`src/rtl/alu_ctrl.sv`:
```
// UART ALU packet controller: parses opcode/rsvd/len header, then echoes, add-reduces or xor-reduces the payload.
// Responses start one cycle after the last payload byte; rx stalls while tx is backpressured in echo/response states.
module alu_ctrl #(
    parameter int unsigned DATA_WIDTH     = 8,
    parameter int unsigned TIMEOUT_CYCLES = 1000000
) (
    input  logic                  clk_i,
    input  logic                  rst_ni,
    input  logic [DATA_WIDTH-1:0] rx_data_i,
    input  logic                  rx_valid_i,
    output logic                  rx_ready_o,
    output logic [DATA_WIDTH-1:0] tx_data_o,
    output logic                  tx_valid_o,
    input  logic                  tx_ready_i,
    output logic                  busy_o,
    output logic                  err_o
);

    localparam logic [7:0] OP_ECHO  = 8'hEC;
    localparam logic [7:0] OP_ADD   = 8'h00;
    localparam logic [7:0] OP_XOR   = 8'h01;
    localparam logic [7:0] ERR_BYTE = 8'hEE;

    typedef enum logic [3:0] {
        S_OPCODE,
        S_RSVD,
        S_LEN_LO,
        S_LEN_HI,
        S_ECHO,
        S_ACCUM,
        S_RESP,
        S_DRAIN,
        S_ERR
    } state_t;

    state_t                  state_q;
    state_t                  state_n;
    state_t                  hdr_next;
    logic [7:0]              opcode_q;
    logic [7:0]              len_lo_q;
    logic [15:0]             remain_q;
    logic [31:0]             acc_q;
    logic [23:0]             word_q;
    logic [1:0]              byte_cnt_q;
    logic [1:0]              resp_cnt_q;
    logic [31:0]             idle_cnt_q;
    logic [DATA_WIDTH-1:0]   tx_dat_q;
    logic                    tx_vld_q;
    logic                    err_q;

    logic                    rx_hs;
    logic                    tx_hs;
    logic                    timed;
    logic                    timeout;
    logic [15:0]             len_full;
    logic [15:0]             payload;
    logic                    op_legal;
    logic [31:0]             full_word;
    logic [7:0]              resp_byte;

    assign rx_hs      = rx_valid_i && rx_ready_o;
    assign tx_hs      = tx_vld_q && tx_ready_i;
    assign tx_valid_o = tx_vld_q;
    assign tx_data_o  = tx_dat_q;
    assign err_o      = err_q;

    // Idle time only counts while waiting on the host, never on tx backpressure.
    assign timed = (state_q == S_RSVD) || (state_q == S_LEN_LO) || (state_q == S_LEN_HI) ||
                   (state_q == S_ACCUM) || (state_q == S_DRAIN) ||
                   ((state_q == S_ECHO) && !tx_vld_q);
    assign timeout = (TIMEOUT_CYCLES != 0) && timed && !rx_hs &&
                     (idle_cnt_q == TIMEOUT_CYCLES - 1);

    assign len_full  = {rx_data_i, len_lo_q};
    assign payload   = len_full - 16'd4;
    assign op_legal  = (opcode_q == OP_ECHO) || (opcode_q == OP_ADD) || (opcode_q == OP_XOR);
    assign full_word = {rx_data_i, word_q};

    always_comb begin
        hdr_next = S_ERR;
        if (len_full < 16'd4) begin
            hdr_next = S_ERR;
        end else if (!op_legal || ((opcode_q != OP_ECHO) && (payload[1:0] != 2'b00))) begin
            hdr_next = (payload != 16'd0) ? S_DRAIN : S_ERR;
        end else if (opcode_q == OP_ECHO) begin
            hdr_next = (payload != 16'd0) ? S_ECHO : S_OPCODE;
        end else begin
            hdr_next = (payload != 16'd0) ? S_ACCUM : S_RESP;
        end
    end

    always_comb begin
        resp_byte = acc_q[31:24];
        case (resp_cnt_q)
            2'd0:    resp_byte = acc_q[15:8];
            2'd1:    resp_byte = acc_q[23:16];
            default: resp_byte = acc_q[31:24];
        endcase
    end

    always_ff @(posedge clk_i or negedge rst_ni) begin
        if (!rst_ni) begin
            state_q <= S_OPCODE;
        end else begin
            state_q <= state_n;
        end
    end

    always_comb begin
        state_n = state_q;
        case (state_q)
            S_OPCODE: if (rx_hs) state_n = S_RSVD;
            S_RSVD:   if (rx_hs) state_n = S_LEN_LO;
            S_LEN_LO: if (rx_hs) state_n = S_LEN_HI;
            S_LEN_HI: if (rx_hs) state_n = hdr_next;
            S_ECHO:   if (tx_hs && (remain_q == 16'd0)) state_n = S_OPCODE;
            S_ACCUM:  if (rx_hs && (remain_q == 16'd1)) state_n = S_RESP;
            S_RESP:   if (tx_hs && (resp_cnt_q == 2'd3)) state_n = S_OPCODE;
            S_DRAIN:  if (rx_hs && (remain_q == 16'd1)) state_n = S_ERR;
            S_ERR:    if (tx_hs) state_n = S_OPCODE;
            default:  state_n = S_OPCODE;
        endcase
        if (timeout) begin
            state_n = S_OPCODE;
        end
    end

    always_comb begin
        rx_ready_o = 1'b0;
        case (state_q)
            S_OPCODE, S_RSVD, S_LEN_LO, S_LEN_HI, S_ACCUM, S_DRAIN: rx_ready_o = 1'b1;
            S_ECHO:  rx_ready_o = !tx_vld_q && (remain_q != 16'd0);
            default: rx_ready_o = 1'b0;
        endcase
        busy_o = (state_q != S_OPCODE);
    end

    always_ff @(posedge clk_i or negedge rst_ni) begin
        if (!rst_ni) begin
            opcode_q   <= '0;
            len_lo_q   <= '0;
            remain_q   <= '0;
            acc_q      <= '0;
            word_q     <= '0;
            byte_cnt_q <= '0;
            resp_cnt_q <= '0;
            idle_cnt_q <= '0;
            tx_dat_q   <= '0;
            tx_vld_q   <= 1'b0;
            err_q      <= 1'b0;
        end else begin
            err_q      <= timeout || ((state_n == S_ERR) && (state_q != S_ERR));
            idle_cnt_q <= (timed && !rx_hs && !timeout) ? idle_cnt_q + 32'd1 : 32'd0;
            if (tx_hs) begin
                tx_vld_q <= 1'b0;
            end
            case (state_q)
                S_OPCODE: if (rx_hs) opcode_q <= rx_data_i;
                S_LEN_LO: if (rx_hs) len_lo_q <= rx_data_i;
                S_LEN_HI: begin
                    if (rx_hs) begin
                        remain_q   <= payload;
                        acc_q      <= '0;
                        byte_cnt_q <= '0;
                        resp_cnt_q <= '0;
                    end
                end
                S_ECHO: begin
                    if (rx_hs) begin
                        tx_dat_q <= rx_data_i;
                        tx_vld_q <= 1'b1;
                        remain_q <= remain_q - 16'd1;
                    end
                end
                S_ACCUM: begin
                    if (rx_hs) begin
                        remain_q   <= remain_q - 16'd1;
                        byte_cnt_q <= byte_cnt_q + 2'd1;
                        case (byte_cnt_q)
                            2'd0: word_q[7:0]   <= rx_data_i;
                            2'd1: word_q[15:8]  <= rx_data_i;
                            2'd2: word_q[23:16] <= rx_data_i;
                            default: acc_q <= (opcode_q == OP_ADD) ? acc_q + full_word
                                                                   : acc_q ^ full_word;
                        endcase
                    end
                end
                S_RESP: begin
                    // tx_vld stays high between the four result bytes, so low means entry cycle.
                    if (!tx_vld_q) begin
                        tx_vld_q <= 1'b1;
                        tx_dat_q <= acc_q[7:0];
                    end else if (tx_hs) begin
                        if (resp_cnt_q == 2'd3) begin
                            resp_cnt_q <= 2'd0;
                        end else begin
                            resp_cnt_q <= resp_cnt_q + 2'd1;
                            tx_vld_q   <= 1'b1;
                            tx_dat_q   <= resp_byte;
                        end
                    end
                end
                S_DRAIN: if (rx_hs) remain_q <= remain_q - 16'd1;
                S_ERR: begin
                    if (!tx_vld_q) begin
                        tx_vld_q <= 1'b1;
                        tx_dat_q <= ERR_BYTE;
                    end
                end
                default: ;
            endcase
        end
    end

endmodule
```
`config.mk`:
```
export PLATFORM = sky130hd
export DESIGN_NAME = alu_ctrl
export DESIGN_NICKNAME = d
export VERILOG_FILES = /design/src/rtl/alu_ctrl.sv
export SDC_FILE = /design/constraint.sdc
export NUM_CORES = 1
export LEC_CHECK = 0
export CORE_UTILIZATION = 48
export CTS_CLUSTER_DIAMETER = 30
export DETAILED_ROUTE_END_ITERATION = 8
export PLACE_DENSITY_LB_ADDON = 0.08
export SLEW_MARGIN = 10
export SYNTH_ARGS = -nofsm -noshare
export SYNTH_HDL_FRONTEND = slang
export SYNTH_SLANG_ARGS = --single-unit
```
`constraint.sdc`:
```
create_clock -name clk_i -period 3.2 [get_ports clk_i]
set_input_delay 0.64 -clock clk_i [delete_from_list [all_inputs] [get_ports clk_i]]
set_output_delay 0.64 -clock clk_i [all_outputs]
set_load 0.01 [all_outputs]
```
==> results_dict.tcl <==
set metrics [dict create \
    routabilityCongestion 0.907 \
    rows 49 \
    max_stage_delay_ns 0.49 \
    setup_tns_ns 0 \
    setup_viol 0 \
    initial_core_utilization_pct 48.9 \
    critical_path_endpoint_category "output port" \
    cts_tree "yes" \
    synth_cell_type_count 70 \
    synth-seq-area-share_pct 39.5 \
    netlist.area_leader.share_pct 39.5 \
    timing_worst_setup_path_type "reg2out" \
    synth.cell_area_um2 8750 \
    timing.final.max_slew_violations 0 \
    hold_viol 0 \
    critPathMaxFanout 7 \
    timing.max_cap.violations 0 \
    period_minus_slack_ns 2.97 \
    htreeDepth 4 \
    layout_worst_path_cycle_share_pct 92.8 \
    synth_nets 1034 \
    drc 0 \
    critical_path.reg2reg.startpoint "acc_q[2]" \
    crit_path_top_delay_cell "sky130_fd_sc_hd__clkdlybuf4s50_1" \
    cell_accounting_for_the_most_synthesized_area "sky130_fd_sc_hd__dfrtp_1" \
    antenna_left 0 \
    die_area_um2 18800 \
    grt_first_pass_wirelength_um 37000 \
    grt_pass1_vias 6846 \
    maximum_number_of_pins_on_one_net_before_global_route_repair 67 \
    core_area_um2 17900 \
    cp.required_ns 2.56 \
    synth-seq-cells 138 \
    num_antenna_cells 0 \
    fp.dieH_um 137 \
    hold_path_class "in2async" \
    timing.critical_path.from "remain_q[8]" \
    clock_path_buffers 2 \
    post_synth.cell_area_avg_um2 8.96 \
    vdd.ir_drop.worst_v 0.000431 \
    antenna_found_initial 0 \
    clock_skew_ns 0.00951 \
    area.growth.synth_to_final_pct 14.4 \
    timing.slew.headroom_pct 51.9 \
    clock-root-buffer "sky130_fd_sc_hd__clkbuf_16" \
    dr_vias_cell 5.84 \
    fraction_of_final_layout_cells_sized_beyond_drive_strength_1_pct 12.0 \
    placed_standard_cell_area_um2 9390 \
    synth-edff-count 0 \
    routed_wirelength_um 23100 \
    cellPowerDensity_nw_per_um2 783 \
    cp-start-kind "flop" \
    port-buffer-count 23 \
    synth.most_common_cell "sky130_fd_sc_hd__dfrtp_1" \
    cts.sink_count 138 \
    globalRouteTotalUtil_pct 26.0 \
    status "finished, final reports clean" \
    num_io_pins 24 \
    worstPathArrival_ns 2.33 \
    r2r_worst_path_depth 10 \
    worstReg2RegEnd "acc_q[25]" \
    crit_end "rx_ready_o" \
    final_net_count 1068 \
    cts_setup_buffers 0 \
    global_route.overflow_total 0 \
    via_total_after_detailed_routing 7322 \
    ys.flop_type "sky130_fd_sc_hd__dfrtp_1" \
    rsz0062_at_grt "no" \
    ys.warnings.count 0 \
    regToRegSetupSlack_ns 0.25 \
    die_width_um 137 \
    power.static_leakage_uw 0.00436 \
    critical_path.cell_chain "nor4_2 -> nand3b_1 -> o31ai_1 -> nand2_1 -> clkdlybuf4s50_1" \
    sum_of_net_half_perimeters_after_detailed_placement_um 16600 \
    clk_slew_on_worst_s_h_paths_ns 0.06 \
    ys_async_sr_fraction_pct 100 \
    final_area_um2 10000 \
    yosys-top-cells-count "138 x sky130_fd_sc_hd__dfrtp_1, 109 x sky130_fd_sc_hd__nand2_1, 105 x sky130_fd_sc_hd__nor2_1, 48 x sky130_fd_sc_hd__nand3_1, 46 x sky130_fd_sc_hd__a21oi_1" \
    clock_insertion_delay_worst_skew_ns 0.44 \
    finalPower_uw 7840 \
    cts_hold_buf 0 \
    synth.top_cells.by_area "sky130_fd_sc_hd__dfrtp_1 39%, sky130_fd_sc_hd__ha_1 6.3%, sky130_fd_sc_hd__nand2_1 4.7%, sky130_fd_sc_hd__mux2_2 4.6%, sky130_fd_sc_hd__nor2_1 4.5%" \
    cts-buffers-inserted 17 \
    worstMarginPinSlew_ns 0.715 \
    drt-pass1-iter-count 5 \
    per_cell_routed_wire_length_um 18.4 \
    fmax_ghz 0.337 \
    first_iter_violations 561 \
    post_synth_inst_count 977 \
]
==> layout by cell type, fill, tap and decap left out, types with 13 or more instances in the layout <==
cell type / Yosys / final
sky130_fd_sc_hd__inv_1: 22 / 22
sky130_fd_sc_hd__a21oi_1: 46 / 46
sky130_fd_sc_hd__clkbuf_16: 0 / 17
sky130_fd_sc_hd__nand2_1: 109 / 109
sky130_fd_sc_hd__dfrtp_1: 138 / 138
sky130_fd_sc_hd__o21ai_1: 35 / 34
sky130_fd_sc_hd__ha_1: 44 / 44
sky130_fd_sc_hd__xor2_1: 39 / 39
sky130_fd_sc_hd__nand3_1: 48 / 48
sky130_fd_sc_hd__a21o_1: 21 / 21
sky130_fd_sc_hd__xnor2_1: 27 / 27
sky130_fd_sc_hd__o211ai_1: 13 / 13
sky130_fd_sc_hd__clkdlybuf4s50_1: 0 / 22
sky130_fd_sc_hd__mux2_2: 36 / 36
sky130_fd_sc_hd__o21ai_0: 43 / 43
sky130_fd_sc_hd__nor3_1: 19 / 19
sky130_fd_sc_hd__buf_4: 0 / 37
sky130_fd_sc_hd__nor2_1: 105 / 105
sky130_fd_sc_hd__nand4_1: 16 / 16
==> per-stage QoR <==
stage	hold WS, ns	utilization (%)	instances	setup slack, ns
floorplan	0.344	-	977	0.658
global placement	0.475	52.5	1221	0.162
detailed placement	0.482	52.5	1221	0.111
CTS	0.243	55.9	1253	0.202
global route	0.267	55.9	1253	0.00260
finish	0.221	55.9	1253	0.231
==> critical path: cells and delay by family (launching register included) <==
| family | cells | cell delay (ns) |
|---|---|---|
| buffers and inverters | 1 | 0.49 |
| flip-flops | 1 | 0.45 |
| AND/OR/NAND/NOR | 3 | 0.65 |
| AO/OA/AOI/OAI | 1 | 0.30 |
==> how the worst min path moves through the flow <==
stage                          endpoint  depth (start not counted)
after CTS                     word_q[7]                          1
after floorplan                acc_q[0]                          0
after global routing           acc_q[6]                          1
after detailed placement  idle_cnt_q[0]                          1
after global placement    idle_cnt_q[0]                          1
final                          acc_q[6]                          1
==> power breakdown <==
part           total (uW)  switching (uW)  leakage (uW)  internal [uW]
combinational        3000            1740       0.00226           1260
clock                2090             853      0.000293           1240
sequential           2750             495       0.00180           2250
total                7840            3080       0.00436           4750
==> cells by family after synthesis <==
group,Yosys count,synth area share [%]
and+or+nand+nor,375,21.0
AOI/OAI and AO/OA,231,16.7
buffers and inverters,70,3.06
xor gates and xnor gates,66,6.61
DFF,138,39.5
adders and majority gates,45,6.52
muxes,52,6.63
==> timing repair <==
action                                 CTS  global route
resized for setup                        0             1
endpoints found under the hold margin    0             0
setup endpoints to repair                0             2
==> per-layer routing <==
metal | global-route usage (%) | share of wire, % | vias to the layer above
met5 | 0 | 0 | -
met4 | 6.35 | 1.1 | 0
met3 | 3.96 | 4.4 | 21
met2 | 39.1 | 44 | 150
met1 | 38.8 | 50 | 3555
li1 | - | - | 3596
==> flip-flops by register name, indices dropped and copies added, names as in the netlist <==
register / cells
word_q: 24
tx_data_o: 8
state_q: 4
byte_cnt_q: 2
remain_q: 16
tx_valid_o: 1
idle_cnt_q: 32
opcode_q: 8
err_o: 1
resp_cnt_q: 2
len_lo_q: 8
acc_q: 32
==> layout make-up <==
cell class              instances  area (um2)
multi-input cells             769        5030
repair buffers                 61         529
clock buffers                  17         425
clock inverters                15         190
fillers                      1653        7890
well taps                     229         287
inverters                      24        90.1
flip-flops and latches        138        3450
(Power assumes the default switching activity.)
